`config.mk`:
```
export PLATFORM = sky130hd
export DESIGN_NAME = control_sequencer_flat
export DESIGN_NICKNAME = d
export VERILOG_FILES = /design/src/rtl/control_sequencer_if.sv /design/src/rtl/control_sequencer.sv /design/src/flat_wrapper.sv
export SDC_FILE = /design/constraint.sdc
export NUM_CORES = 1
export LEC_CHECK = 0
export CORE_UTILIZATION = 52
export DETAILED_ROUTE_END_ITERATION = 10
export PLACE_DENSITY = 0.8
export SYNTH_ARGS = -nofsm -noshare
export SYNTH_HDL_FRONTEND = slang
export SYNTH_SLANG_ARGS = --single-unit
```
`constraint.sdc`:
```
create_clock -name clock -period 3.4 [get_ports clock]
set_clock_uncertainty 0.15 [all_clocks]
set_input_delay 0.34 -clock clock [delete_from_list [all_inputs] [get_ports clock]]
set_output_delay 0.34 -clock clock [all_outputs]
set_load 0.01 [all_outputs]
```
`src/rtl/control_sequencer_if.sv`:
```
// Handshake and strobe bundle between the control sequencer and the datapath.
// Latency: none, wiring only.
// Backpressure: mem_done is the only stall input; the sequencer holds its strobes until it is seen.
interface control_sequencer_if #(
  parameter int OPW = 5
);
  logic            start;
  logic            stop;
  logic [31:0]     ir;
  logic            mem_done;
  logic [15:0]     reg_in;
  logic [15:0]     reg_out;
  logic            PCout;
  logic            PCin;
  logic            IncPC;
  logic            MARin;
  logic            MDRin;
  logic            MDRout;
  logic            IRin;
  logic            Yin;
  logic            Zin;
  logic            Zlowout;
  logic            Zhighout;
  logic            HIin;
  logic            LOin;
  logic            Cout;
  logic            read;
  logic            write;
  logic [OPW-1:0]  alu_op;
  logic            run;
  logic            illegal;
  logic            bus_error;

  // Sequencer side: consumes requests and memory status, drives every strobe.
  modport master (
    input  start, stop, ir, mem_done,
    output reg_in, reg_out, PCout, PCin, IncPC, MARin, MDRin, MDRout, IRin,
           Yin, Zin, Zlowout, Zhighout, HIin, LOin, Cout, read, write,
           alu_op, run, illegal, bus_error
  );

  // Datapath / memory side: mirror image of the sequencer view.
  modport slave (
    output start, stop, ir, mem_done,
    input  reg_in, reg_out, PCout, PCin, IncPC, MARin, MDRin, MDRout, IRin,
           Yin, Zin, Zlowout, Zhighout, HIin, LOin, Cout, read, write,
           alu_op, run, illegal, bus_error
  );
endinterface

```
`src/rtl/control_sequencer.sv`:
```
// Hardwired multi-cycle control unit: fetch T0-T3, decode, execute E0-E4 for the single-bus datapath.
// Latency: one state per clock; strobes are registered from the next state so they span the whole state.
// Backpressure: memory states hold until mem_done; MEM_TIMEOUT misses raise sticky bus_error and halt.
module control_sequencer #(
  parameter int MEM_TIMEOUT = 255,
  parameter int OPW         = 5
) (
  input  logic                clock,
  input  logic                clear,
  control_sequencer_if.master bus
);

  typedef enum logic [3:0] {
    S_IDLE, S_HALTED, S_T0, S_T1, S_T2, S_T3, S_DEC,
    S_E0, S_E1, S_E2, S_E3, S_E4
  } state_t;

  typedef enum logic [2:0] {
    C_ALU, C_ADDI, C_LD, C_ST, C_MULDIV, C_NOP, C_HALT
  } cls_t;

  typedef struct packed {
    logic [15:0]    reg_in;
    logic [15:0]    reg_out;
    logic           pc_out;
    logic           pc_in;
    logic           inc_pc;
    logic           mar_in;
    logic           mdr_in;
    logic           mdr_out;
    logic           ir_in;
    logic           y_in;
    logic           z_in;
    logic           zlow_out;
    logic           zhigh_out;
    logic           hi_in;
    logic           lo_in;
    logic           c_out;
    logic           read;
    logic           write;
    logic [OPW-1:0] alu_op;
    logic           run;
  } ctl_t;

  localparam logic [7:0] TIMEOUT = 8'(MEM_TIMEOUT);

  state_t      state_q, state_d;
  cls_t        cls_q, cls_d;
  logic [4:0]  op_q, op_d;
  logic [3:0]  ra_q, ra_d;
  logic [3:0]  rb_q, rb_d;
  logic [3:0]  rc_q, rc_d;
  logic [7:0]  wait_q, wait_d;
  logic        bus_error_q, bus_error_d;
  logic        stop_pend_q, stop_pend_d;
  ctl_t        ctl_q, ctl_d;

  state_t      finish_state;
  logic        in_wait;

  logic [4:0]  ir_op;
  logic [3:0]  ir_ra, ir_rb, ir_rc;
  logic [14:0] unused_ir_low;

  assign ir_op         = bus.ir[31:27];
  assign ir_ra         = bus.ir[26:23];
  assign ir_rb         = bus.ir[22:19];
  assign ir_rc         = bus.ir[18:15];
  assign unused_ir_low = bus.ir[14:0];

  function automatic cls_t decode_op(input logic [4:0] op);
    cls_t c;
    c = C_NOP;
    if (op <= 5'h0B) begin
      c = C_ALU;
    end else begin
      case (op)
        5'h0C:        c = C_ADDI;
        5'h0D:        c = C_LD;
        5'h0E:        c = C_ST;
        5'h0F, 5'h10: c = C_MULDIV;
        5'h1F:        c = C_HALT;
        default:      c = C_NOP;
      endcase
    end
    return c;
  endfunction

  function automatic logic op_defined(input logic [4:0] op);
    return (op <= 5'h10) || (op == 5'h1E) || (op == 5'h1F);
  endfunction

  // Next state, instruction latch, stop bookkeeping and memory wait guard.
  always_comb begin
    state_d      = state_q;
    cls_d        = cls_q;
    op_d         = op_q;
    ra_d         = ra_q;
    rb_d         = rb_q;
    rc_d         = rc_q;
    wait_d       = '0;
    bus_error_d  = bus_error_q;
    stop_pend_d  = stop_pend_q | bus.stop;
    in_wait      = 1'b0;
    // stop seen anywhere since T0 (including this cycle) turns the end of the instruction into a halt
    finish_state = (stop_pend_q || bus.stop) ? S_HALTED : S_T0;

    case (state_q)
      S_IDLE: begin
        stop_pend_d = 1'b0;
        if (bus.start) state_d = S_T0;
      end
      S_HALTED: begin
        stop_pend_d = 1'b0;
        // a timeout can only be cleared by reset
        if (bus.start && !bus_error_q) state_d = S_T0;
      end
      S_T0: begin
        stop_pend_d = bus.stop;
        state_d     = S_T1;
      end
      S_T1: state_d = S_T2;
      S_T2: begin
        in_wait = 1'b1;
        state_d = S_T3;
      end
      S_T3: state_d = S_DEC;
      S_DEC: begin
        cls_d = decode_op(ir_op);
        op_d  = ir_op;
        ra_d  = ir_ra;
        rb_d  = ir_rb;
        rc_d  = ir_rc;
        case (cls_d)
          C_NOP:   state_d = finish_state;
          C_HALT:  state_d = S_HALTED;
          default: state_d = S_E0;
        endcase
      end
      S_E0: state_d = S_E1;
      S_E1: state_d = S_E2;
      S_E2: state_d = (cls_q == C_ALU || cls_q == C_ADDI) ? finish_state : S_E3;
      S_E3: begin
        in_wait = (cls_q == C_LD);
        state_d = (cls_q == C_MULDIV) ? finish_state : S_E4;
      end
      S_E4: begin
        in_wait = (cls_q == C_ST);
        state_d = finish_state;
      end
      default: state_d = S_IDLE;
    endcase

    // a memory state without mem_done stays put unless it has run out of patience
    if (in_wait && !bus.mem_done) begin
      if (wait_q + 8'd1 >= TIMEOUT) begin
        bus_error_d = 1'b1;
        state_d     = S_HALTED;
      end else begin
        wait_d  = wait_q + 8'd1;
        state_d = state_q;
      end
    end
  end

  // Strobe decode for the state about to be entered, using the fields it will see.
  always_comb begin
    ctl_d     = '0;
    ctl_d.run = (state_d != S_IDLE) && (state_d != S_HALTED);
    case (state_d)
      S_T0: begin
        ctl_d.pc_out = 1'b1;
        ctl_d.mar_in = 1'b1;
        ctl_d.inc_pc = 1'b1;
        ctl_d.z_in   = 1'b1;
      end
      S_T1: begin
        ctl_d.zlow_out = 1'b1;
        ctl_d.pc_in    = 1'b1;
      end
      S_T2: begin
        ctl_d.read   = 1'b1;
        ctl_d.mdr_in = 1'b1;
      end
      S_T3: begin
        ctl_d.mdr_out = 1'b1;
        ctl_d.ir_in   = 1'b1;
      end
      S_E0: begin
        ctl_d.y_in    = 1'b1;
        ctl_d.reg_out = (cls_d == C_MULDIV) ? (16'h0001 << ra_d) : (16'h0001 << rb_d);
      end
      S_E1: begin
        ctl_d.z_in = 1'b1;
        case (cls_d)
          C_ALU, C_MULDIV: begin
            ctl_d.reg_out = (cls_d == C_ALU) ? (16'h0001 << rc_d) : (16'h0001 << rb_d);
            ctl_d.alu_op  = OPW'(op_d);
          end
          default: begin
            // immediate/address add: constant onto the bus, plain ADD
            ctl_d.c_out  = 1'b1;
            ctl_d.alu_op = '0;
          end
        endcase
      end
      S_E2: begin
        ctl_d.zlow_out = 1'b1;
        case (cls_d)
          C_LD, C_ST: ctl_d.mar_in = 1'b1;
          C_MULDIV:   ctl_d.lo_in  = 1'b1;
          default:    ctl_d.reg_in = 16'h0001 << ra_d;
        endcase
      end
      S_E3: begin
        case (cls_d)
          C_LD: begin
            ctl_d.read   = 1'b1;
            ctl_d.mdr_in = 1'b1;
          end
          C_ST: begin
            // MDR loads from the bus (read=0 selects the bus side of the MDR mux)
            ctl_d.reg_out = 16'h0001 << ra_d;
            ctl_d.mdr_in  = 1'b1;
          end
          default: begin
            ctl_d.zhigh_out = 1'b1;
            ctl_d.hi_in     = 1'b1;
          end
        endcase
      end
      S_E4: begin
        if (cls_d == C_LD) begin
          ctl_d.mdr_out = 1'b1;
          ctl_d.reg_in  = 16'h0001 << ra_d;
        end else begin
          ctl_d.write = 1'b1;
        end
      end
      default: ;
    endcase
  end

  // State, latched instruction fields and registered strobes.
  always_ff @(posedge clock or negedge clear) begin
    if (!clear) begin
      state_q     <= S_IDLE;
      cls_q       <= C_NOP;
      op_q        <= '0;
      ra_q        <= '0;
      rb_q        <= '0;
      rc_q        <= '0;
      wait_q      <= '0;
      bus_error_q <= 1'b0;
      stop_pend_q <= 1'b0;
      ctl_q       <= '0;
    end else begin
      state_q     <= state_d;
      cls_q       <= cls_d;
      op_q        <= op_d;
      ra_q        <= ra_d;
      rb_q        <= rb_d;
      rc_q        <= rc_d;
      wait_q      <= wait_d;
      bus_error_q <= bus_error_d;
      stop_pend_q <= stop_pend_d;
      ctl_q       <= ctl_d;
    end
  end

  assign bus.reg_in    = ctl_q.reg_in;
  assign bus.reg_out   = ctl_q.reg_out;
  assign bus.PCout     = ctl_q.pc_out;
  assign bus.PCin      = ctl_q.pc_in;
  assign bus.IncPC     = ctl_q.inc_pc;
  assign bus.MARin     = ctl_q.mar_in;
  assign bus.MDRin     = ctl_q.mdr_in;
  assign bus.MDRout    = ctl_q.mdr_out;
  assign bus.IRin      = ctl_q.ir_in;
  assign bus.Yin       = ctl_q.y_in;
  assign bus.Zin       = ctl_q.z_in;
  assign bus.Zlowout   = ctl_q.zlow_out;
  assign bus.Zhighout  = ctl_q.zhigh_out;
  assign bus.HIin      = ctl_q.hi_in;
  assign bus.LOin      = ctl_q.lo_in;
  assign bus.Cout      = ctl_q.c_out;
  assign bus.read      = ctl_q.read;
  assign bus.write     = ctl_q.write;
  assign bus.alu_op    = ctl_q.alu_op;
  assign bus.run       = ctl_q.run;
  assign bus.bus_error = bus_error_q;
  // IR only becomes valid in DEC, so the undefined-opcode pulse is decoded directly from it there
  assign bus.illegal   = (state_q == S_DEC) && !op_defined(ir_op);

endmodule
```
`src/flat_wrapper.sv`:
```
// flat-port wrapper written by rule: the top's interface ports become plain ports
module control_sequencer_flat 
#(
  parameter int MEM_TIMEOUT = 255,
  parameter int OPW         = 5
)
  (clock, clear, bus_start, bus_stop, bus_ir, bus_mem_done, bus_reg_in, bus_reg_out, bus_PCout, bus_PCin, bus_IncPC, bus_MARin, bus_MDRin, bus_MDRout, bus_IRin, bus_Yin, bus_Zin, bus_Zlowout, bus_Zhighout, bus_HIin, bus_LOin, bus_Cout, bus_read, bus_write, bus_alu_op, bus_run, bus_illegal, bus_bus_error);
  control_sequencer_if #(.OPW(OPW)) bus_i ();
  input  logic clock;
  input  logic clear;
  input wire logic [$bits(bus_i.start)-1:0] bus_start;
  input wire logic [$bits(bus_i.stop)-1:0] bus_stop;
  input wire logic [$bits(bus_i.ir)-1:0] bus_ir;
  input wire logic [$bits(bus_i.mem_done)-1:0] bus_mem_done;
  output wire logic [$bits(bus_i.reg_in)-1:0] bus_reg_in;
  output wire logic [$bits(bus_i.reg_out)-1:0] bus_reg_out;
  output wire logic [$bits(bus_i.PCout)-1:0] bus_PCout;
  output wire logic [$bits(bus_i.PCin)-1:0] bus_PCin;
  output wire logic [$bits(bus_i.IncPC)-1:0] bus_IncPC;
  output wire logic [$bits(bus_i.MARin)-1:0] bus_MARin;
  output wire logic [$bits(bus_i.MDRin)-1:0] bus_MDRin;
  output wire logic [$bits(bus_i.MDRout)-1:0] bus_MDRout;
  output wire logic [$bits(bus_i.IRin)-1:0] bus_IRin;
  output wire logic [$bits(bus_i.Yin)-1:0] bus_Yin;
  output wire logic [$bits(bus_i.Zin)-1:0] bus_Zin;
  output wire logic [$bits(bus_i.Zlowout)-1:0] bus_Zlowout;
  output wire logic [$bits(bus_i.Zhighout)-1:0] bus_Zhighout;
  output wire logic [$bits(bus_i.HIin)-1:0] bus_HIin;
  output wire logic [$bits(bus_i.LOin)-1:0] bus_LOin;
  output wire logic [$bits(bus_i.Cout)-1:0] bus_Cout;
  output wire logic [$bits(bus_i.read)-1:0] bus_read;
  output wire logic [$bits(bus_i.write)-1:0] bus_write;
  output wire logic [$bits(bus_i.alu_op)-1:0] bus_alu_op;
  output wire logic [$bits(bus_i.run)-1:0] bus_run;
  output wire logic [$bits(bus_i.illegal)-1:0] bus_illegal;
  output wire logic [$bits(bus_i.bus_error)-1:0] bus_bus_error;
  assign bus_i.start = bus_start;
  assign bus_i.stop = bus_stop;
  assign bus_i.ir = bus_ir;
  assign bus_i.mem_done = bus_mem_done;
  assign bus_reg_in = bus_i.reg_in;
  assign bus_reg_out = bus_i.reg_out;
  assign bus_PCout = bus_i.PCout;
  assign bus_PCin = bus_i.PCin;
  assign bus_IncPC = bus_i.IncPC;
  assign bus_MARin = bus_i.MARin;
  assign bus_MDRin = bus_i.MDRin;
  assign bus_MDRout = bus_i.MDRout;
  assign bus_IRin = bus_i.IRin;
  assign bus_Yin = bus_i.Yin;
  assign bus_Zin = bus_i.Zin;
  assign bus_Zlowout = bus_i.Zlowout;
  assign bus_Zhighout = bus_i.Zhighout;
  assign bus_HIin = bus_i.HIin;
  assign bus_LOin = bus_i.LOin;
  assign bus_Cout = bus_i.Cout;
  assign bus_read = bus_i.read;
  assign bus_write = bus_i.write;
  assign bus_alu_op = bus_i.alu_op;
  assign bus_run = bus_i.run;
  assign bus_illegal = bus_i.illegal;
  assign bus_bus_error = bus_i.bus_error;
  control_sequencer #(.MEM_TIMEOUT(MEM_TIMEOUT), .OPW(OPW)) u_core (.clock(clock), .clear(clear), .bus(bus_i));
endmodule
```
==> impl_metrics.json <==
{
  "synth-main-ff-cell": "dfrtp_1",
  "cts-root-buf": "clkbuf_8",
  "totalWireLength_microns": 12200,
  "finalCritPeriodShare": 0.904,
  "critPathRequiredTime_ns": 2.91,
  "synthAdderAreaFrac": 0.00532,
  "rsz0062_at_grt": "no",
  "port_buffers": 77,
  "syn_nets": 501,
  "core_sq_um": 8720,
  "cts.clk_slew.worst_paths_ns": 0.08,
  "drive_above_1_share": 0.141,
  "seq_area_frac_synth": 0.458,
  "syn_area_sq_um": 4700,
  "min_period_ns": 3.07,
  "start_util": 0.539,
  "synth_cells": 462,
  "pwr_density_cell_nw_per_um2": 810,
  "p_switching_w": 0.00220,
  "post-dp-hpwl_microns": 8680,
  "worstMarginPinSlew_ns": 1.04,
  "setup_tns_ns": 0,
  "crit_arrival_ns": 2.58,
  "slew_viol_final": 0,
  "drt_iter0_markers": 271,
  "dp.cells": 639,
  "clock_sinks": 86,
  "rows": 34,
  "seqPwrFrac": 0.294,
  "critical_path_peak_fanout": 13,
  "peakVddDrop_mv": 0.465,
  "synth_compound_area_frac": 0.167,
  "postLayoutCoreUtil": 0.668,
  "synth_top_family_by_area": "simple AND/OR/NAND/NOR gates",
  "die_w_microns": 97.1,
  "start_kind": "flip-flop",
  "yosysUniqueCellTypes": 72,
  "post_cts_buffers": 0,
  "status": "finished clean",
  "vias": 4139,
  "cts_resized": 0,
  "ctsLongestPathBuffers": 2,
  "crit_type": "reg2out",
  "ys_ff_latch": 86,
  "worstSkewPairLatency_ns": 0.36,
  "finalNetCount": 581,
  "synth_top_area_share": 0.447,
  "synth_area_per_cell_sq_um": 10.2,
  "antenna_found_initial": 0,
  "setup_viol": 0,
  "die_area_sq_um": 9430,
  "combPwrFrac": 0.537,
  "cts_tree": "done",
  "viasPerCell": 6.32,
  "grt_first_pass_wirelength_microns": 20000,
  "cts_buffers": 9,
  "drt_pass1_iterations": 7,
  "setup.worst_path.end_class": "primary output",
  "postCtsHoldBufs": 0,
  "grt_max_degree": 87,
  "place_congestion": 0.968,
  "clockPowerShare": 0.169,
  "ios": 93,
  "grt_usage": 0.266,
  "leakage_nw": 2.40,
  "die_height_microns": 97.1,
  "antenna_left": 0,
  "gr-total-overflow": 0,
  "hold_class": "in2async",
  "yosys_warnings": 0,
  "maxCapViolCount": 0,
  "final_cells": 655,
  "synth_area_leaders": "dfrtp_1 (45%), mux2i_1 (5.1%), nand4_1 (4.7%)",
  "synth_edf_count": 0,
  "synth-simple-area-share": 0.236,
  "cts_max_level": 3,
  "area_growth_pct": 23.9,
  "yosysTopAreaCell": "dfrtp_1",
  "wl_per_cell_microns": 18.7,
  "post-route-drc-count": 0,
  "synthArstFlopShare": 1.00,
  "grt_pass1_vias": 4131,
  "maxSlewHeadroom": 0.304,
  "p_int_w": 0.00252,
  "synth_xor_area_frac": 0.0112,
  "synth_mux_area_frac": 0.0689,
  "swShare": 0.466,
  "max_freq_mhz": 325,
  "n_antenna_cell": 0,
  "finalHoldViolations": 0
}
## stage by stage
stage,setup slack (ns),cell area [sq um],hold WS [ns],power (W)
5_1_grt,0.183,5830,0.109,0.00498
3_5_place_dp,0.239,5600,0.313,0.00387
4_1_cts,0.329,5830,0.0531,0.00468
2_1_floorplan,0.839,4700,-0.106,0.00320
6_report,0.328,5830,0.0147,0.00472
3_3_place_gp,0.294,5600,0.303,0.00378
## metal layers
metal  share of wire  vias to the layer above  GRT usage
li1                -                     1911          -
met5               0                        -          0
met2            0.50                      187      0.445
met3           0.060                       36     0.0367
met4           0.042                        0      0.153
met1            0.40                     2005      0.331
## Yosys cell counts, types with 14 or more instances
cell type / count
o32ai_1: 14
o21ai_0: 15
nand4_1: 35
nor2_1: 21
inv_1: 16
nor3_1: 14
nand2_1: 44
mux2i_1: 24
a21oi_1: 19
dfrtp_1: 84
## worst paths after layout
path / start / end / slack [ns] / cells past startpoint
setup / recovery: u_core.state_q[1]$_DFF_PN0_ / bus_illegal / 0.33 / 5
hold / removal: clear / u_core.bus.alu_op[4]$_DFF_PN0_ / 0.01 / 1
setup reg to reg: u_core.state_q[1]$_DFF_PN0_ / u_core.bus.reg_out[6]$_DFF_PN0_ / 0.36 / 7
hold reg to reg: u_core.op_q[4]$_DFF_PN0_ / u_core.op_q[4]$_DFF_PN0_ / 0.33 / 2
max in group asynchronous: clear / u_core.bus.reg_out[8]$_DFF_PN0_ / 2.43 / 1
min in group clock: u_core.op_q[4]$_DFF_PN0_ / u_core.op_q[4]$_DFF_PN0_ / 0.33 / 2
## cell type report
cell class                      instances  area, sq um
Tap cell                              108          135
Timing Repair Buffer                   99          933
Sequential cell                        86         2150
Inverter                               21         78.8
Multi-Input combinational cell        325         2300
Clock buffer                           13          179
Fill cell                             679         2900
Clock inverter                          3         47.5
## cells by family after synthesis
| kind of cell | after synthesis |
|---|---|
| xor gates and xnor gates | 6 |
| and+or+nand+nor | 186 |
| buffers and inverters | 51 |
| AOI/OAI and AO/OA | 102 |
| DFF | 86 |
| adders and majority gates | 2 |
| muxes | 29 |
## cells in the final DEF (no fill, tap or decap), types with 15 or more instances in the layout
| cell | netlist | layout |
|---|---|---|
| clkdlybuf4s50_1 | 0 | 76 |
| nor2_1 | 21 | 21 |
| buf_4 | 4 | 23 |
| mux2i_1 | 24 | 24 |
| dfrtp_1 | 84 | 84 |
| inv_1 | 16 | 16 |
| nand4_1 | 35 | 35 |
| a21oi_1 | 19 | 19 |
| nand2_1 | 44 | 44 |
| o21ai_0 | 15 | 15 |
## power by group through the flow
stage / Clock, W / Sequential, W / Combinational [W]
after floorplan: 0 / 0.00137 / 0.00184
after global placement: 0 / 0.00140 / 0.00239
after detailed placement: 0 / 0.00141 / 0.00246
after CTS: 0.000814 / 0.00139 / 0.00248
after global routing: 0.000847 / 0.00141 / 0.00273
final: 0.000796 / 0.00139 / 0.00253
## sequential cells by signal, summed over array words and instances (netlist names), 3 cells and up
| signal | flops |
|---|---|
| u_core.state_q | 4 |
| u_core.rb_q | 4 |
| u_core.bus.reg_in | 16 |
| u_core.op_q | 5 |
| u_core.ra_q | 4 |
| u_core.cls_q | 3 |
| u_core.bus.alu_op | 5 |
| u_core.rc_q | 4 |
| u_core.bus.reg_out | 16 |
| u_core.wait_q | 8 |
## worst max-delay path, cell delays in order (launching register included)
cell and delay [ns]:
dfrtp_1 0.60, and4bb_4 0.52, buf_4 0.26, nand2_1 0.11
nor3_1 0.17, clkdlybuf4s50_1 0.57
Note: power is estimated with default switching activity, not from simulation.
